## config.mk

```make
export PLATFORM = sky130hd
export DESIGN_NAME = pcie_crdt_up_tracker
export DESIGN_NICKNAME = d
export VERILOG_FILES = /design/src/rtl/pcie_crdt_up_tracker.sv
export SDC_FILE = /design/constraint.sdc
export NUM_CORES = 2
export LEC_CHECK = 0
export CAP_MARGIN = 20
export CELL_PAD_IN_SITES_DETAIL_PLACEMENT = 1
export CELL_PAD_IN_SITES_GLOBAL_PLACEMENT = 1
export CORE_UTILIZATION = 40
export DETAILED_ROUTE_END_ITERATION = 6
export HOLD_SLACK_MARGIN = 0.06
export PLACE_DENSITY = 0.73
export SYNTH_ARGS = -nofsm -noshare
export SYNTH_HDL_FRONTEND = slang
export SYNTH_SLANG_ARGS = --single-unit
```

## constraint.sdc

```tcl
create_clock -name CLK -period 63.6 [get_ports CLK]
set_input_delay 12.72 -clock CLK [delete_from_list [all_inputs] [get_ports CLK]]
set_output_delay 12.72 -clock CLK [all_outputs]
set_load 0.05 [all_outputs]
```

## src/rtl/pcie_crdt_up_tracker.sv

```systemverilog
// Credit tracker for the host-bound (posted/non-posted/completion) TLP path: accumulates
// tile credit updates and grants in-order MFB regions without over-committing credits.
module pcie_crdt_up_tracker #(
  parameter int REGIONS    = 4,
  parameter int CNT_W      = 16,
  parameter int HDR_UPD_W  = 2,
  parameter int DATA_UPD_W = 4,
  parameter int LEN_W      = 11
) (
  input  logic                     CLK,
  input  logic                     RST_N,
  input  logic                     CRDT_INIT_DONE,
  input  logic [5:0]               CRDT_UPDATE,
  input  logic [HDR_UPD_W-1:0]     CRDT_CNT_PH,
  input  logic [HDR_UPD_W-1:0]     CRDT_CNT_NPH,
  input  logic [HDR_UPD_W-1:0]     CRDT_CNT_CPLH,
  input  logic [DATA_UPD_W-1:0]    CRDT_CNT_PD,
  input  logic [DATA_UPD_W-1:0]    CRDT_CNT_NPD,
  input  logic [DATA_UPD_W-1:0]    CRDT_CNT_CPLD,
  input  logic [REGIONS-1:0]       TX_VLD,
  input  logic [REGIONS*2-1:0]     TX_TYPE,
  input  logic [REGIONS*LEN_W-1:0] TX_LEN_DW,
  output logic [REGIONS-1:0]       TX_GRANT,
  output logic                     CRDT_READY,
  output logic                     CRDT_ERR
);
  // Type index t: 0..2 are PH/NPH/CPLH headers, 3..5 the matching data classes.
  localparam int NT    = 6;
  localparam int SUM_W = ((CNT_W > LEN_W) ? CNT_W : LEN_W) + $clog2(REGIONS + 1) + 1;
  localparam logic [CNT_W-1:0] HALF = {1'b1, {(CNT_W-1){1'b0}}};

  typedef enum logic {ST_INIT, ST_RUN} state_t;

  state_t           state_reg;
  logic [CNT_W-1:0] limit_reg [NT];
  logic [CNT_W-1:0] cons_reg  [NT];
  logic [NT-1:0]    inf_reg;
  logic             err_reg;

  logic [CNT_W-1:0] upd_cnt    [NT];
  logic [CNT_W-1:0] avail      [NT];
  logic [CNT_W-1:0] limit_next [NT];
  logic [CNT_W-1:0] cons_next  [NT];
  logic [SUM_W-1:0] dem_sum    [NT];
  logic [NT-1:0]    inf_next;
  logic [NT-1:0]    over;

  logic [REGIONS-1:0] grant;
  logic               blocked;
  logic [1:0]         cls;
  logic [2:0]         hi;
  logic [2:0]         di;
  logic [SUM_W-1:0]   dcred;
  logic [SUM_W-1:0]   h_need;
  logic [SUM_W-1:0]   d_need;

  assign upd_cnt[0] = CNT_W'(CRDT_CNT_PH);
  assign upd_cnt[1] = CNT_W'(CRDT_CNT_NPH);
  assign upd_cnt[2] = CNT_W'(CRDT_CNT_CPLH);
  assign upd_cnt[3] = CNT_W'(CRDT_CNT_PD);
  assign upd_cnt[4] = CNT_W'(CRDT_CNT_NPD);
  assign upd_cnt[5] = CNT_W'(CRDT_CNT_CPLD);

  genvar gi;
  generate
    for (gi = 0; gi < NT; gi++) begin : g_type
      assign avail[gi]      = limit_reg[gi] - cons_reg[gi];
      assign limit_next[gi] = limit_reg[gi] + (CRDT_UPDATE[gi] ? upd_cnt[gi] : '0);
      assign cons_next[gi]  = inf_reg[gi] ? cons_reg[gi]
                                          : cons_reg[gi] + dem_sum[gi][CNT_W-1:0];
      // A class never advertised before INIT_DONE is treated as infinite.
      assign inf_next[gi]   = (state_reg == ST_INIT && CRDT_INIT_DONE)
                              ? (limit_next[gi] == '0) : inf_reg[gi];
      assign over[gi]       = !inf_next[gi] && ((limit_next[gi] - cons_next[gi]) > HALF);
    end
  endgenerate

  // In-order grant chain: the first blocked valid region stops all higher ones.
  always_comb begin
    blocked = (state_reg != ST_RUN);
    grant   = '0;
    cls     = '0;
    hi      = '0;
    di      = '0;
    dcred   = '0;
    h_need  = '0;
    d_need  = '0;
    for (int t = 0; t < NT; t++) dem_sum[t] = '0;
    for (int r = 0; r < REGIONS; r++) begin
      cls   = TX_TYPE[2*r +: 2];
      hi    = {1'b0, cls};
      di    = hi + 3'd3;
      dcred = (SUM_W'(TX_LEN_DW[r*LEN_W +: LEN_W]) + SUM_W'(3)) >> 2;
      if (TX_VLD[r]) begin
        if (blocked || cls == 2'd3) begin
          blocked = 1'b1;
        end else begin
          h_need = dem_sum[hi] + SUM_W'(1);
          d_need = dem_sum[di] + dcred;
          if ((inf_reg[hi] || h_need <= SUM_W'(avail[hi])) &&
              (inf_reg[di] || d_need <= SUM_W'(avail[di]))) begin
            grant[r]    = 1'b1;
            dem_sum[hi] = h_need;
            dem_sum[di] = d_need;
          end else begin
            blocked = 1'b1;
          end
        end
      end
    end
  end

  always_ff @(posedge CLK or negedge RST_N) begin
    if (!RST_N) begin
      state_reg <= ST_INIT;
      inf_reg   <= '0;
      err_reg   <= 1'b0;
      for (int t = 0; t < NT; t++) begin
        limit_reg[t] <= '0;
        cons_reg[t]  <= '0;
      end
    end else if (state_reg == ST_RUN && !CRDT_INIT_DONE) begin
      state_reg <= ST_INIT;
      inf_reg   <= '0;
      err_reg   <= 1'b0;
      for (int t = 0; t < NT; t++) begin
        limit_reg[t] <= '0;
        cons_reg[t]  <= '0;
      end
    end else begin
      if (state_reg == ST_INIT && CRDT_INIT_DONE) state_reg <= ST_RUN;
      inf_reg <= inf_next;
      if (|over) err_reg <= 1'b1;
      for (int t = 0; t < NT; t++) begin
        limit_reg[t] <= limit_next[t];
        cons_reg[t]  <= cons_next[t];
      end
    end
  end

  assign TX_GRANT   = grant;
  assign CRDT_READY = (state_reg == ST_RUN);
  assign CRDT_ERR   = err_reg;

endmodule
```

======== Word level (Yosys, flattened, before mapping) ========
Memories as Yosys holds them, arrays and structs flattened.
Index checks and enable logic that the tools add are counted.
operators by class
  add/subtract/negate cells ............... 40
  order comparisons ....................... 38
  equal/unequal tests ..................... 4
  mux-type cells .......................... 143
  bitwise logic cells ..................... 10
  reduce and logical (&&, ||, !) cells .... 48
operator list
  cell                                                                  count
  120-bit two-way mux                                                   9
  120-bit bitwise mux                                                   7
  20-bit demux with 3-bit select                                        8
  20-bit two-way mux                                                    24
  16-bit binary-select mux with 3-bit select                            8
  20-bit binary-select mux with 3-bit select                            6
  16-bit two-way mux                                                    22
  116-bit two-way mux                                                   3
  96-bit two-way mux                                                    2
  16-bit subtractor                                                     12
  20-bit by 16-bit less-or-equal comparator with 1-bit output           8
  120-bit bitwise AND                                                   1
  16-bit adder                                                          6
  16-bit greater-than comparator, second input constant                 6
  16-bit zero test                                                      6
  20-bit by 1-bit adder with 20-bit output, second input constant       4
  20-bit by 10-bit adder with 20-bit output                             4
  11-bit by 2-bit adder with 12-bit output, second input constant       4
  16-bit by 2-bit adder with 16-bit output                              3
  16-bit by 4-bit adder with 16-bit output                              3
  1-bit two-way mux                                                     39
  4-bit >= comparator, second input constant                            8
  4-bit by 1-bit < comparator with 1-bit output, second input constant  8
  1-bit logical AND                                                     20
  16 further kinds                                                      62
word-level totals
  register bits after elaboration ......... 200
  memory bits (read-only) ................. 320
  input port bits ......................... 83
  output and inout port bits .............. 6
  logic and storage cells ................. 300
  memories kept ........................... 2
memory list
  name             words  bits a word  read ports  clocked after Yosys merged registers in  wr ports  line  text
  (no name shown)  8      20           1           0                                        0         99    d_need = dem_sum[di] + dcred;
  (no name shown)  8      20           1           0                                        0         98    h_need = dem_sum[hi] + SUM_W'(1);

======== Longest topological paths before layout ========
  word-level depth ........................ 50
  gate-level depth with buffers ........... 140
  depth with buffers taken out ............ 132

======== Worst setup path after synthesis ========
No wires, ideal clock.
  kind .................................... input to output
  start ................................... input TX_TYPE[0]
  end ..................................... output TX_GRANT[3]
  arrival time ............................ 32.536 ns
  data required time ...................... 50.880 ns
  setup slack ............................. 18.344 ns
  stages on the path ...................... 101
  buffers on the path ..................... 13
  path through ............................ clkbuf_1 inv_1 clkbuf_1 ha_1 clkbuf_1 clkbuf_1 mux4_2 a22oi_1 ha_1 o21a_1 o21a_1 o21a_1 o21a_1 nor2_1 o21ai_0 o311a_1 o21ai_1 buf_2 [... 65 more ...] o21bai_1 a21oi_1 o21bai_1 a21oi_1 o21bai_1 xor2_1 ha_1 o21ai_0 nand2b_1 a21oi_1 nor2b_1 o21ai_0 a21boi_0 o221ai_1 o2111ai_1 a2111oi_0 clkbuf_1 clkbuf_1
on the way
  word-level cells in the longest chain between the ends .. 42
  elaborated cells on any way between the ends .. 107
  those cells by class .................... add/sub: 9; order compare: 12; eq/ne: 1; mux: 62; bitwise: 3; reduce/logical: 18; memory: 2
ends and longest elaborated chain
  what                                                                                                   line          text
  from (decl)                                                                                            21            input logic [REGIONS*2-1:0] TX_TYPE,
  2-bit by 2-bit adder with 3-bit output                                                                 92            di = hi + 3'd3;
  3-bit inverter with 4-bit output (not written as such)                                                 99, 101, 104
  memory read 8 x 20 bit                                                                                 --
  20-bit two-way mux (not written as such) (2 in series)                                                 99
  20-bit by 10-bit adder with 20-bit output                                                              99
  20-bit by 16-bit less-or-equal comparator with 1-bit output                                            101           (inf_reg[di] || d_need <= SUM_W'(avail[di]))) begin
  1-bit logical OR                                                                                       101
  1-bit logical AND                                                                                      100           if ((inf_reg[hi] || h_need <= SUM_W'(avail[hi])) &&
  [... 24 more ...]                                                                                      --
  20-bit two-way mux, on equally long branches (2 in series)                                             98, 99
  20-bit by 1-bit adder with 20-bit output or 20-bit by 10-bit adder with 20-bit output (tied branches)  98, 99
  20-bit by 16-bit less-or-equal comparator with 1-bit output, on equally long branches                  100, 101
  1-bit logical OR, on equally long branches                                                             100, 101
  1-bit logical AND                                                                                      100
  1-bit two-way mux                                                                                      100
  1-bit two-way mux *                                                                                    95            if (blocked || cls == 2'd3) begin
  1-bit two-way mux *                                                                                    94            if (TX_VLD[r]) begin
  to (decl)                                                                                              23            output logic [REGIONS-1:0] TX_GRANT,
Mark *: on every way between the ends. The rest lies on a longest branch, timed or not. The select of a mux whose other input is x is not followed.

======== Final worst setup path ========
Ends and elaborated chain as after synthesis.

==> flow_summary.toml <==
[grt]
grtUsageTotal_pct = 40.7
antenna_found_initial = 21
grt_max_degree = 102
grt_pass1_vias = 38600
busiest_layer = "met2"
grt_pass1_wl_um = 268000
met3_usage_pct = 11.5
grtUsageMet1_pct = 52.5
overflow = 0
gr-usage-met2_pct = 59.6

[sta]
slew_headroom_pct = 16.2
tightest_slew_ps = 1250
rsz0062_at_grt = "false"
setup_viol = 0
fin_setup_tns_ps = 0
skew_ps = 41.8
clock.fmax_ghz = 0.0198
final_max_slew_viol_count = 0
min_period_ps = 50460
finalHoldViolCount = 0
timing.final.crit_share_pct = 79.3

[placement]
dp_hpwl_um = 147000
io_buffers = 88
placed_cell_area_um2 = 38200
place_congestion = 1.10

[final_layout]
area_growth_pct = 9.18
final_util_pct = 44.1
stdcell_area_um2 = 38900
num-fill-cells = 10900
fin_nets = 5256
multi_input_area_um2 = 28500
regArea_um2 = 5000
layout-drive-gt1-share_pct = 7.80

[floorplan]
fp.dieW_um = 300
ios = 89
rows = 109
die_y_um = 300
dieArea_um2 = 90200
initial_core_util_pct = 40.4
fp.coreArea_um2 = 88200

[pwr]
pwr-share-comb_pct = 85.1
power_switching_w = 0.00122
pwr_density_cell_nw_per_um2 = 52.3
leakage_nw = 17.9
clockPowerShare_pct = 6.1
power_report.internal_total_w = 0.000813
seq_power_share_pct = 8.8
switching_share_pct = 60.0
peakVddDrop_uv = 30.0

[setup_path]
crit_arrival_ps = 37740
end_kind = "output port"
slowest_stage = "clkdlybuf4s50_1"
r2r-start = "limit_reg[32]"
reg2reg_depth = 124
crit_buf_inv = 16
crit_family = "compound AO/OA/AOI/OAI gates"
crit_path_start_kind = "primary input"
worst-path-max-fanout = 46
cp.depth = 97
crit_type = "in2out"
max_stage_delay_ps = 950
required_ps = 50880
crit_start = "TX_TYPE[0]"
crit_top_cell = "a21oi_1"

[min_path]
hold_class = "reg2reg"
hold_start = "cons_reg[20]"
whs_path_depth = 2

[route]
drt_iter0_markers = 4131
antenna_left = 0
drtPass1Iterations = 7
wire_per_inst_um = 31.3
drt-total-wl_um = 185000
vias_per_cell = 6.54
drc = 0
vias = 38700

[synth]
synth_top_area_share_pct = 14.7
synth-seq-cells = 200
yosysUniqueCellTypes = 108
yosysMostFrequentCell = "nor2_1"
synth-edff-count = 0
yosysTopAreaCell = "ha_1"
synth_area_leaders = "ha_1, dfrtp_1, mux4_2, nor2_1, xnor2_1"
ys.warnings.count = 0
ys.flop_type = "dfrtp_1"
synth_area_um2 = 35600
synth_commonest_cells = "nor2_1, ha_1, a21oi_1"
ys_seq_area_share_pct = 14.1
async_flop_share_pct = 100
syn_inst = 4680
syn_avg_cell_area_um2 = 7.61

[clocking]
htreeDepth = 4
cts_tree = "built"
ctsHoldBuffers = 0
clk_pin_slew_ps = 90
cts_resized = 0
clock-sinks = 200
numCtsBuffers = 17
clk_latency_ps = 550
clockRootBuffer = "clkbuf_16"
cts_buffer_depth = 2
cts_setup_buffers = 0

[flow_run]
cap_violations = 0

[outcome]
outcome = "complete, no violations"
[final timing paths]
path                                      end  slack, ps
worst max register to register       CRDT_ERR      32570
max in group asynchronous          inf_reg[4]      49370
worst max-delay path              TX_GRANT[3]      13140
worst min-delay path             cons_reg[20]        590
worst min register to register   cons_reg[20]        590
min in group asynchronous       limit_reg[64]      12190
[tightest hold or removal path: stages (launching register included)]
cell and delay [ps]:
dfrtp_1 390, a21oi_1 90, nor2_1 80
[cells by family after synthesis]
group,count (synthesis),synth area share [%]
and+or+nand+nor,1602,21.6
AOI/OAI and AO/OA,1308,23.7
buffers and inverters,562,6.02
adders and majority gates,445,16.2
xor gates and xnor gates,363,8.99
DFF,200,14.1
muxes,199,9.41
other,1,0.0105
[stage by stage]
stage               setup slack, ps  hold slack [ps]  cells  total power [W]
CTS                           13980              596   5905          0.00195
global route                  11960              611   5907          0.00212
global placement              14810              568   5871          0.00179
floorplan                     18340              529   4681          0.00115
detailed placement            13970              575   5873          0.00182
finish                        13140              592   5917          0.00203
[power by group through the flow]
stage	logic [W]	clock network (W)	registers (W)
floorplan	0.000978	0	0.000173
global placement	0.00161	0	0.000180
detailed placement	0.00164	0	0.000181
CTS	0.00165	0.000126	0.000179
global route	0.00181	0.000129	0.000183
finish	0.00173	0.000124	0.000179
[cells in the final DEF (no fill, tap or decap), types with 83 or more instances in the layout]
cell	count
nor2_1	552
dfrtp_1	200
a21oi_1	391
o21ai_0	267
nand3_1	120
xor2_1	131
ha_1	416
a21o_1	97
mux4_2	105
nor3_1	119
nor2b_1	109
buf_4	131
xnor2_1	225
inv_1	362
nand2_1	335
clkdlybuf4s50_1	83
[layer usage]
| layer | share of wire (%) | vias to the layer above |
|---|---|---|
| met5 | 0.059 | - |
| met2 | 41 | 2009 |
| met4 | 7.3 | 16 |
| met1 | 41 | 19100 |
| li1 | - | 17000 |
| met3 | 10 | 585 |
[layout make-up]
type	instances	share of cell area, %
multi-input combinational	3919	73.4
sequential	200	12.9
timing repair buffer	219	4.76
tap	1165	3.75
inverter	371	3.58
clock buffer	19	1.11
clock inverter	13	0.454
antenna	11	0.0708
Note: power is estimated with default switching activity, not from simulation.
==> variant (same flow settings) <==
The parameter `LEN_W` goes from 11 to 12.
--- a/src/rtl/pcie_crdt_up_tracker.sv
+++ b/src/rtl/pcie_crdt_up_tracker.sv
@@ -5,7 +5,7 @@
   parameter int CNT_W      = 16,
   parameter int HDR_UPD_W  = 2,
   parameter int DATA_UPD_W = 4,
-  parameter int LEN_W      = 11
+  parameter int LEN_W      = 12
 ) (
   input  logic                     CLK,
   input  logic                     RST_N,
Interface: changed (resized TX_LEN_DW); port bits go from 89 to 93. No check against the original RTL was run, so the function may have changed too.
==> variant against the original RTL <==
Sequential cell count did not move; cell area rose by 3.8%; synthesized cell count rose by 3.0%; area after synthesis rose by 3.7%; register-to-register slack got worse by 1400 ps; wire length rose by 5.9%; setup slack got worse by 1100 ps; power rose by 3.4%.
==> variant: results (changes against the original RTL) <==
[clock_network]
path_clk_slew_ps=70  ; -20 ps
clkLatencyLatePin_ps=540
cts_setup_buffers=0  ; unchanged
cts-resized-gates=0  ; unchanged
clk_path_buf_depth=2  ; unchanged

[routing]
firstDrtPassIters=6  ; -1
wl_per_cell_um=32.2  ; +3.0%
via_per_inst=6.55  ; about the same
drtIter0Drc=4138  ; +0.17%

[power_and_ir_drop]
p_leak_uw=0.0187  ; +4.4%
net-switching-power_uw=1250  ; +2.8%
clkPwrFrac_pct=5.7  ; -0.4 points
ir_worst_vdd_mv=0.0347  ; +16%
pg_seq_uw=184  ; +3%

[setup_path]
timing.rr.end=CRDT_ERR$_DFFE_PN0P_
r2r_cells=131  ; +5.6%
max_stage_delay_ps=990  ; +40 ps
critPathArrivalTime_ps=38870  ; +1130 ps
reg2reg_slack_ps=31220  ; -1350 ps
crit_path_max_fanout=40  ; -13%
reg2reg_from=limit_reg[64]$_DFF_PN0_

[finish]
multi_input_area_share_pct=73.8  ; +0.41 points
non_clock_buffer_area_share_pct=4.87  ; +0.11 points
areaGrowthSynthToFinish_pct=9.23  ; about the same
inverters=390  ; +5.1%
multi_input_gates=4033  ; +2.9%
fillCellCount=11269  ; +3.5%
antennaDiodeCount=11  ; unchanged
n_all_buffers=232  ; +5.9%
finish.cell_count_without_fillers=6084  ; +2.8%
clkCellAreaFrac_pct=1.54  ; -0.026 points
drive_gt1_share_pct=7.84  ; +0.033 points
seq_share_pct=12.4  ; -0.47 points
nets=5422  ; +3.2%

[placement]
pre_cts_ws_ps=12710  ; -1260 ps
finalWeightedCongestion=1.10  ; about the same
io_buffers=92  ; +4.5%
placed_area_sq_um=39700  ; +3.8%
dp_hpwl_mm=161  ; +9.1%
dp_cells=6039  ; +2.8%

[global_route]
grt_antenna_before_repair=12  ; -43%
grt_first_pass_wirelength_mm=281  ; +4.7%
grt_pass1_vias=39756  ; +3.0%
grt_max_degree=153  ; +50%
grt_usage_pct=41.3  ; +0.52 points

[sta]
fin_worst_skew_ps=26.7  ; -15.1 ps
hold_slack_ps=588  ; -3.76 ps
fin_crit_sh_pct=81.1  ; +1.8 points
slew_headroom_pct=18.5  ; +2.3 points

[hold_path]
hold_path.class=flop to flop
holdPathEnd=cons_reg[21]$_DFF_PN0_
hp-start=cons_reg[21]$_DFF_PN0_

[synthesis]
synth_ff_type=dfrtp_1
syn_area_per_cell_sq_um=7.67  ; +0.76%
synth_commonest_cells=nor2_1, ha_1, inv_1, a21oi_1, nand2_1
synthDistinctLibCells=108  ; unchanged
synth-seq-area-share_pct=13.5  ; -0.51 points
synthTopCellsByArea=ha_1, dfrtp_1, mux4_2

[status]
status=finished, final reports clean

[floorplan]
die_w_um=306  ; +1.8%

==> variant: cell types whose count changed in the layout (fill, tap and decap cells not counted), moves of 16 or more <==
| cell | delta |
|---|---|
| nor2_1 | -44 |
| nand2_1 | +28 |
| mux2i_1 | +26 |
| a21o_1 | +21 |
| nand4_1 | +19 |
| inv_1 | +17 |
| ha_1 | +16 |
==> variant: routing by layer <==
metal | GRT usage, % | routed length [um] | vias to the layer above
met5 | 0 | 83 | -
met4 | 25.3 | 14200 | 12
met3 | 9.87 | 16600 | 511
met2 | 62.5 | 83500 | 1892
met1 | 52.8 | 81800 | 19787
li1 | - | - | 17639
==> variant: logic make-up (layout without fill, tap and decap cells) <==
logic type / count (synthesis) / after routing / share of synthesized area, %
buf+inv: 587 / 654 / 6.06
other cells: 1 / 13 / 0.0102
simple gates: 1609 / 1609 / 21.1
mux: 228 / 228 / 9.98
xor+xnor: 376 / 376 / 9.00
compound gates: 1357 / 1357 / 24.1
fa+ha+maj: 461 / 461 / 16.2
flops: 200 / 200 / 13.5
